**src/rtl/fork_scheduler_if.sv**
```systemverilog
// Fork scheduler bus: per-philosopher event FIFO heads in, pop/grant
// strobes and fork/eating/waiting status out. master = scheduler side.
interface fork_scheduler_if #(
  parameter int N_PHILO = 4
);
  logic [N_PHILO-1:0] evt_empty;
  logic [N_PHILO-1:0] evt_data;
  logic [N_PHILO-1:0] evt_ack;
  logic [N_PHILO-1:0] may_eat;
  logic [N_PHILO-1:0] eating;
  logic [N_PHILO-1:0] waiting;
  logic [N_PHILO-1:0] fork_taken;
  logic               busy;
  logic               err;

  modport master (
    input  evt_empty, evt_data,
    output evt_ack, may_eat, eating, waiting,
    output fork_taken, busy, err
  );

  modport slave (
    output evt_empty, evt_data,
    input  evt_ack, may_eat, eating, waiting,
    input  fork_taken, busy, err
  );
endinterface

```
**src/rtl/fork_scheduler.sv**
```systemverilog
// Round-robin fork arbiter: pops one HUNGRY/DONE event per turn, then
// scans all philosophers once for grants. Ports: clk, reset, bus (master).
module fork_scheduler #(
  parameter int N_PHILO = 4,
  parameter int PTR_W   = 2
) (
  input logic               clk,
  input logic               reset,
  fork_scheduler_if.master  bus
);

  typedef enum logic [1:0] {IDLE, POP, GRANT} state_t;

  localparam logic [PTR_W-1:0] LAST = PTR_W'(N_PHILO - 1);

  state_t             state_q, state_d;
  logic [PTR_W-1:0]   ev_ptr_q, ev_ptr_d;
  logic [PTR_W-1:0]   gr_ptr_q, gr_ptr_d;
  logic [PTR_W-1:0]   sel_q, sel_d;
  logic [PTR_W-1:0]   j_q, j_d;
  logic [PTR_W-1:0]   cnt_q, cnt_d;
  logic               kind_q, kind_d;
  logic [N_PHILO-1:0] eat_q, eat_d;
  logic [N_PHILO-1:0] wait_q, wait_d;
  logic [N_PHILO-1:0] fork_q, fork_d;
  logic [N_PHILO-1:0] ack_q, ack_d;
  logic [N_PHILO-1:0] may_q, may_d;
  logic               err_q, err_d;
  logic               busy_q, busy_d;

  logic               found;
  logic [PTR_W-1:0]   pick;
  logic [PTR_W-1:0]   idx;
  logic [PTR_W-1:0]   jn;
  int                 t;

  // Modulo-N increment: wraps at N_PHILO-1, not at 2^PTR_W-1.
  function automatic logic [PTR_W-1:0] inc(input logic [PTR_W-1:0] p);
    return (p == LAST) ? '0 : p + PTR_W'(1);
  endfunction

  always_comb begin
    state_d  = state_q;
    ev_ptr_d = ev_ptr_q;
    gr_ptr_d = gr_ptr_q;
    sel_d    = sel_q;
    kind_d   = kind_q;
    j_d      = j_q;
    cnt_d    = cnt_q;
    eat_d    = eat_q;
    wait_d   = wait_q;
    fork_d   = fork_q;
    err_d    = err_q;
    ack_d    = '0;
    may_d    = '0;
    found    = 1'b0;
    pick     = '0;
    idx      = '0;
    t        = 0;
    jn       = inc(j_q);

    // First non-empty FIFO at or after ev_ptr, with wrap.
    for (int k = 0; k < N_PHILO; k++) begin
      t = int'(ev_ptr_q) + k;
      if (t >= N_PHILO) t = t - N_PHILO;
      idx = PTR_W'(t);
      if (!found && !bus.evt_empty[idx]) begin
        found = 1'b1;
        pick  = idx;
      end
    end

    unique case (state_q)
      IDLE: begin
        if (found) begin
          sel_d      = pick;
          kind_d     = bus.evt_data[pick];
          ev_ptr_d   = inc(pick);
          ack_d[pick] = 1'b1;
          state_d    = POP;
        end
      end
      POP: begin
        if (!kind_q && !wait_q[sel_q] && !eat_q[sel_q]) begin
          wait_d[sel_q] = 1'b1;
        end else if (kind_q && eat_q[sel_q]) begin
          eat_d[sel_q]       = 1'b0;
          fork_d[sel_q]      = 1'b0;
          fork_d[inc(sel_q)] = 1'b0;
        end else begin
          err_d = 1'b1;
        end
        j_d     = gr_ptr_q;
        cnt_d   = '0;
        state_d = GRANT;
      end
      GRANT: begin
        // Registered state only; a grant here is seen by the next check.
        if (wait_q[j_q] && !fork_q[j_q] && !fork_q[jn]) begin
          wait_d[j_q] = 1'b0;
          eat_d[j_q]  = 1'b1;
          fork_d[j_q] = 1'b1;
          fork_d[jn]  = 1'b1;
          may_d[j_q]  = 1'b1;
          gr_ptr_d    = jn;
        end
        j_d   = jn;
        cnt_d = cnt_q + PTR_W'(1);
        if (cnt_q == LAST) state_d = IDLE;
      end
      default: state_d = IDLE;
    endcase

    busy_d = (state_d != IDLE);
  end

  always_ff @(posedge clk or posedge reset) begin
    if (reset) begin
      state_q  <= IDLE;
      ev_ptr_q <= '0;
      gr_ptr_q <= '0;
      sel_q    <= '0;
      kind_q   <= 1'b0;
      j_q      <= '0;
      cnt_q    <= '0;
      eat_q    <= '0;
      wait_q   <= '0;
      fork_q   <= '0;
      ack_q    <= '0;
      may_q    <= '0;
      err_q    <= 1'b0;
      busy_q   <= 1'b0;
    end else begin
      state_q  <= state_d;
      ev_ptr_q <= ev_ptr_d;
      gr_ptr_q <= gr_ptr_d;
      sel_q    <= sel_d;
      kind_q   <= kind_d;
      j_q      <= j_d;
      cnt_q    <= cnt_d;
      eat_q    <= eat_d;
      wait_q   <= wait_d;
      fork_q   <= fork_d;
      ack_q    <= ack_d;
      may_q    <= may_d;
      err_q    <= err_d;
      busy_q   <= busy_d;
    end
  end

  assign bus.evt_ack    = ack_q;
  assign bus.may_eat    = may_q;
  assign bus.eating     = eat_q;
  assign bus.waiting    = wait_q;
  assign bus.fork_taken = fork_q;
  assign bus.busy       = busy_q;
  assign bus.err        = err_q;

endmodule

```
**src/flat_wrapper.sv**
```systemverilog
// flat-port wrapper written by rule: the top's interface ports become plain ports
module fork_scheduler_flat 
#(
  parameter int N_PHILO = 4,
  parameter int PTR_W   = 2
)
  (clk, reset, bus_evt_empty, bus_evt_data, bus_evt_ack, bus_may_eat, bus_eating, bus_waiting, bus_fork_taken, bus_busy, bus_err);
  fork_scheduler_if #(.N_PHILO(N_PHILO)) bus_i ();
  input logic clk;
  input logic reset;
  input wire logic [$bits(bus_i.evt_empty)-1:0] bus_evt_empty;
  input wire logic [$bits(bus_i.evt_data)-1:0] bus_evt_data;
  output wire logic [$bits(bus_i.evt_ack)-1:0] bus_evt_ack;
  output wire logic [$bits(bus_i.may_eat)-1:0] bus_may_eat;
  output wire logic [$bits(bus_i.eating)-1:0] bus_eating;
  output wire logic [$bits(bus_i.waiting)-1:0] bus_waiting;
  output wire logic [$bits(bus_i.fork_taken)-1:0] bus_fork_taken;
  output wire logic [$bits(bus_i.busy)-1:0] bus_busy;
  output wire logic [$bits(bus_i.err)-1:0] bus_err;
  assign bus_i.evt_empty = bus_evt_empty;
  assign bus_i.evt_data = bus_evt_data;
  assign bus_evt_ack = bus_i.evt_ack;
  assign bus_may_eat = bus_i.may_eat;
  assign bus_eating = bus_i.eating;
  assign bus_waiting = bus_i.waiting;
  assign bus_fork_taken = bus_i.fork_taken;
  assign bus_busy = bus_i.busy;
  assign bus_err = bus_i.err;
  fork_scheduler #(.N_PHILO(N_PHILO), .PTR_W(PTR_W)) u_core (.clk(clk), .reset(reset), .bus(bus_i));
endmodule
```
**config.mk**
```make
export PLATFORM = sky130hd
export DESIGN_NAME = fork_scheduler_flat
export DESIGN_NICKNAME = d
export VERILOG_FILES = /design/src/rtl/fork_scheduler_if.sv /design/src/rtl/fork_scheduler.sv /design/src/flat_wrapper.sv
export SDC_FILE = /design/constraint.sdc
export NUM_CORES = 1
export LEC_CHECK = 0
export ABC_CLOCK_PERIOD_IN_PS = 2900
export BUFFER_PORTS_ARGS = -buffer_cell sky130_fd_sc_hd__buf_2
export CAP_MARGIN = 20
export CORE_MARGIN = 10
export CORE_UTILIZATION = 55
export DETAILED_ROUTE_END_ITERATION = 8
export PLACE_DENSITY_LB_ADDON = 0.2
export REMOVE_ABC_BUFFERS = 1
export SKIP_CTS_REPAIR_TIMING = 1
export SLEW_MARGIN = 20
export SYNTH_ARGS = -nofsm -noshare
export SYNTH_HDL_FRONTEND = slang
export SYNTH_SLANG_ARGS = --single-unit
```
**constraint.sdc**
```tcl
create_clock -name clk -period 2.9 [get_ports clk]
set_input_delay 0.29 -clock clk [delete_from_list [all_inputs] [get_ports clk]]
set_output_delay 0.29 -clock clk [all_outputs]
set_load 0.05 [all_outputs]
```
* Word level (Yosys, flattened, before mapping)
Cells that the tools add are included.
Word-level totals: bits in registers 35, latch bits 0, RAM bits 0, memory bits (read-only) 0, bits of input ports 10, output and inout port bits 22, word-level logic and storage cells 162, memories 0
Cells by class: add/subtract/negate cells 11, multipliers 0, div/mod/pow operators 0, magnitude comparators 18, eq/ne operators 10, shifts and indexed selects 0, multiplexer cells 65, bitwise operators 13, reduce and logical (&&, ||, !) cells 31
Operators by type and width (count):
- two-way mux 4 bit | 12
- < comparator 2 x 3 -> 1 bit (second input constant) | 9
- two-way mux 2 bit | 13
- one-hot mux 4 bit (2 select lines) | 3
- binary-select mux 1 bit (select 2 bit) | 10
- two-way mux 1 bit | 19
- bitwise AND 4 bit | 4
- OR 4 bit | 4
- logical AND 1 bit | 13
- NOT 4 bit | 3
- demux 1 bit (select 2 bit) | 5
- equality test 2 bit (second input constant) | 5
- >= comparator 2 x 1 -> 1 bit (second input constant) | 5
- logical NOT 1 bit | 10
- >= comparator 3 bit (second input constant) | 3
- adder 2 x 1 -> 2 bit (second input constant) | 4
- one-hot mux 2 bit (2 select lines) | 2
- subtractor 2 x 1 -> 2 bit (second input constant) | 4
- adder 2 x 2 -> 3 bit (second input constant) | 2
- != test 2 x 1 -> 1 bit (second input constant) | 3
- one-hot mux 2 bit (3 select lines) | 1
- AND reduction 3 bit | 2
- AND reduction 2 bit | 2
- AND reduction 4 bit | 1
- other kinds (7) | 9

* Depth between registers and ports, before layout
word-level depth 20, gate-level depth with buffers 8, gate-level depth less buffers 7

* Worst setup path before layout
OpenSTA, ideal clock, no wires.
kind reg2reg, start point reg u_core.j_q[0], end point reg u_core.gr_ptr_q[0], setup time 0.128 ns, data arrival time 2.158 ns, required time 2.772 ns, setup slack 0.614 ns, stages on the path, launching flop included 7, clock period less this slack 2.286 ns, cells stage by stage dfrtp_1 -> ha_1 -> nor2_2 -> mux4_2 -> a211o_4 -> nor2_2 -> mux2_1
Between the ends: word-level cells in the longest chain between the ends 7
Ends and longest elaborated chain:
- from (decl) | line fork_scheduler.sv:20 | logic [PTR_W-1:0] j_q, j_d;
- from (signal assigned) | line fork_scheduler.sv:139 | j_q <= j_d;
- adder 2 x 1 -> 2 bit / equality test 2 bit (equally long branches) | line fork_scheduler.sv:39 | return (p == LAST) ? '0 : p + PTR_W'(1);
- two-way mux 2 bit | line fork_scheduler.sv:39
- binary-select mux 1 bit (select 2 bit) | line fork_scheduler.sv:99 | if (wait_q[j_q] && !fork_q[j_q] && !fork_q[jn]) begin
- two-way mux 1 bit (not written as such) | line fork_scheduler.sv:99
- logical NOT 1 bit | line fork_scheduler.sv:99
- logical AND 1 bit | line fork_scheduler.sv:99
- AND reduction 2 bit (no source line)
- to (signal assigned) | line fork_scheduler.sv:136 | gr_ptr_q <= gr_ptr_d;
- to (decl) | line fork_scheduler.sv:18 | logic [PTR_W-1:0] gr_ptr_q, gr_ptr_d;
Several ways; a longest one is shown, not always the timed one. The select of a mux whose other input is x is not followed. A chain may end at the register's enable or synchronous reset.

* Worst setup path in the final report
Ends and elaborated chain as after synthesis.

==> metrics <==
Rows 21; CTS sink cnt 35; fin crit share a little under nine tenths; power share of the sequential group between 30% and 40%; crit-path cells ha_1 > nor2_2 > mux4_2 > a211o_4 > nor2_2 > mux2_1; Comb power frac between 50% and 60%; Slew headroom about 55%; CP max-delay cell mux4_2; R2R setup slack 420 ps; Psw 1420 uW; Pint approximately 1300 uW; post-route ant nets 0; Final Max Slew Viols 0; Routed WL per cell ~17 um; Peak Freq 0.403 GHz; Mapped Cells between 150 and 200; Design Area, Final 0.00220 mm^2; Die Y between 70 and 80 um; core area about 0.0034 mm^2; first-pass GRT wire length between 7000 and 8000 um; P_leak roughly 0.0011 uW; switch share a little over half; final setup vio count 0; share of cells above drive strength 1 25.0%; RSZ-0062 raised after global routing false; Crit Path Class reg -> reg; worst skew pair latency between 300 and 400 ps; slowest stage delay, CP 550 ps; Total Negative Setup Slacks 0 ps; YS warnings 0; routed wire length between 4000 and 5000 um; CP most frequent cell nor2_2; diode count 0; Post-synth EDFFs 0; sequential cell area fraction in the yosys report about 45%; PD cells between 1000 and 1500 mW/mm^2; Layout Cells excl Fill 270; Nets around 250; DRC Markers 0; vias in the first global route around 1,600; cts bufs inserted 5; area grow syn2layout 12.8%; Die W roughly 80 um; synthesized flop and latch total 35; IO Port Bufs 31; fraction of registers with async set/reset 100%; Worst EP required between 3000 and 4000 ps; Worst-path clk slew about 120 ps; routability cong. a little under 0.9; pin count of the biggest net entering global routing 36; maxcap violations 0; Initial Utilization 57.5%; worst-margin pin slew approximately 680 ps; DR vias/cell 5.90; outcome finished, final reports clean; Clk pwr share a little under a tenth; Ports 32; # placed instances ~260; drt first-iter violations ~180; Clock Path Buffers 2; Multi-input gate area 978 um^2; Top FF cell, synth dfrtp_1; Die Area about 0.0063 mm^2; CTS tree done; H-tree Lvls 2; Mapped Avg Cell Area 10.3 um^2; DRT Pass-1 Iters 4; Peak supply drop between 0.6 and 0.7 mV; Final Hold Viols 0; Worst setup SP type register; GRT Residual Overflow 0; Overall Global Routing Usage between 15 and 20%; Fill cells between 200 and 300; crit-path max FO 9; placed wire-length estimate roughly 3500 um; crit path time final ~2500 ps; most frequent cells in the layout dfrtp_1, buf_2, inv_1, nand2_1; Placed Area between 0.002 and 0.0025 mm^2; vias post-DR 1,593; Worst Path Arrival between 2000 and 3000 ps; Synth cell types 47; register area between 800 and 900 um^2; Worst Skew roughly 16 ps; Hold Crit Class in -> async; CTS Root Buffer Type clkbuf_4; commonest non-fill, non-tap cell in the layout dfrtp_1; critical path endpoint category register; initial antenna violation count 0; Netlist Area Pre-Place about 0.002 mm^2
## metrics by stage
stage / total power, uW / hold WS (ps) / setup WS (ps) / utilization, %
after floorplan: 2050 / 444 / 613 / -
after global placement: 2410 / 404 / 519 / 63.3
after detailed placement: 2470 / 413 / 430 / 63.3
after CTS: 2720 / 36.3 / 416 / 64.9
after global routing: 2940 / 51.1 / 243 / 64.9
final: 2720 / 23.2 / 416 / 64.9
## worst paths after layout
check                                                 from                                end  cells after the start
worst max register to register   u_core.j_q[0]$_DFFE_PP0P_     u_core.gr_ptr_q[0]$_DFFE_PP0P_                      6
worst max-delay path             u_core.j_q[0]$_DFFE_PP0P_     u_core.gr_ptr_q[0]$_DFFE_PP0P_                      6
max in group asynchronous                            reset        u_core.state_q[0]$_DFF_PP0_                      3
min in group clk                           bus_evt_data[2]          u_core.kind_q$_DFFE_PP0P_                      3
worst min register to register  u_core.bus.err$_DFFE_PP0P_         u_core.bus.err$_DFFE_PP0P_                      1
worst min-delay path                                 reset  u_core.bus.waiting[0]$_DFFE_PP0P_                      3
## sequential cells by signal, summed over array words and instances, names as in the netlist
signal and count:
u_core.bus.eating 4, u_core.gr_ptr_q 2, u_core.kind_q 1, u_core.sel_q 2
u_core.j_q 2, u_core.state_q 2, u_core.bus.busy 1, u_core.cnt_q 2
u_core.bus.may_eat 4, u_core.bus.evt_ack 4, u_core.bus.err 1, u_core.ev_ptr_q 2
u_core.bus.fork_taken 4, u_core.bus.waiting 4
## worst max-delay path, delay by kind of cell, from the launching register on
family	cells	cell delay, ps
compound gates	1	330
fa+ha+maj	1	320
flops	1	500
mux	2	890
simple gates	2	330
## synthesized netlist by cell type, types with 3 or more instances
master    instances  area, um^2
a21oi_1           9        45.0
a31oi_1           4        25.0
a41oi_1           5        43.8
and2_1            5        31.3
clkbuf_1          4        15.0
dfrtp_1          35         876
ha_1             13         163
inv_1            17        63.8
mux2i_1           7        70.1
nand2_1          15        56.3
nand3_1           3        15.0
nor2_1            8        30.0
nor3_1            4        20.0
nor3b_1           3        22.5
o21ai_0          13        65.1
o31ai_1           4        30.0
or2_2             3        18.8
## per-layer routing
metal  vias up  part of all wire (%)  track usage [%]
met4         0                  0.99             5.73
met1       782                    39             16.9
met3         6                   7.7             4.95
met2        53                    52             26.5
met5         -                     0                0
li1        752                     -                -
## kinds of logic (layout without fill, tap and decap cells)
logic type | Yosys count | in the layout | share of synthesized area, %
xor gates and xnor gates | 1 | 1 | 0.449
DFF | 35 | 35 | 44.9
AOI/OAI and AO/OA | 57 | 57 | 21.4
buffers and inverters | 23 | 58 | 4.88
adders and majority gates | 13 | 13 | 8.34
and+or+nand+nor | 48 | 48 | 12.3
muxes | 12 | 12 | 7.64
## power groups by stage
stage	Clock (uW)	Combinational, uW	Sequential (uW)
3_5_place_dp	0	1610	859
3_3_place_gp	0	1560	846
4_1_cts	262	1610	849
6_report	257	1610	852
5_1_grt	286	1780	877
2_1_floorplan	0	946	1100
## final cells by class
class | count | area share, %
flip-flops and latches | 35 | 39.8
multi-input cells | 131 | 44.5
clock buffers | 5 | 1.71
clock inverters | 3 | 0.683
well taps | 46 | 2.62
inverters | 17 | 2.90
repair buffers | 33 | 7.74
Note: power is estimated with default switching activity, not from simulation.
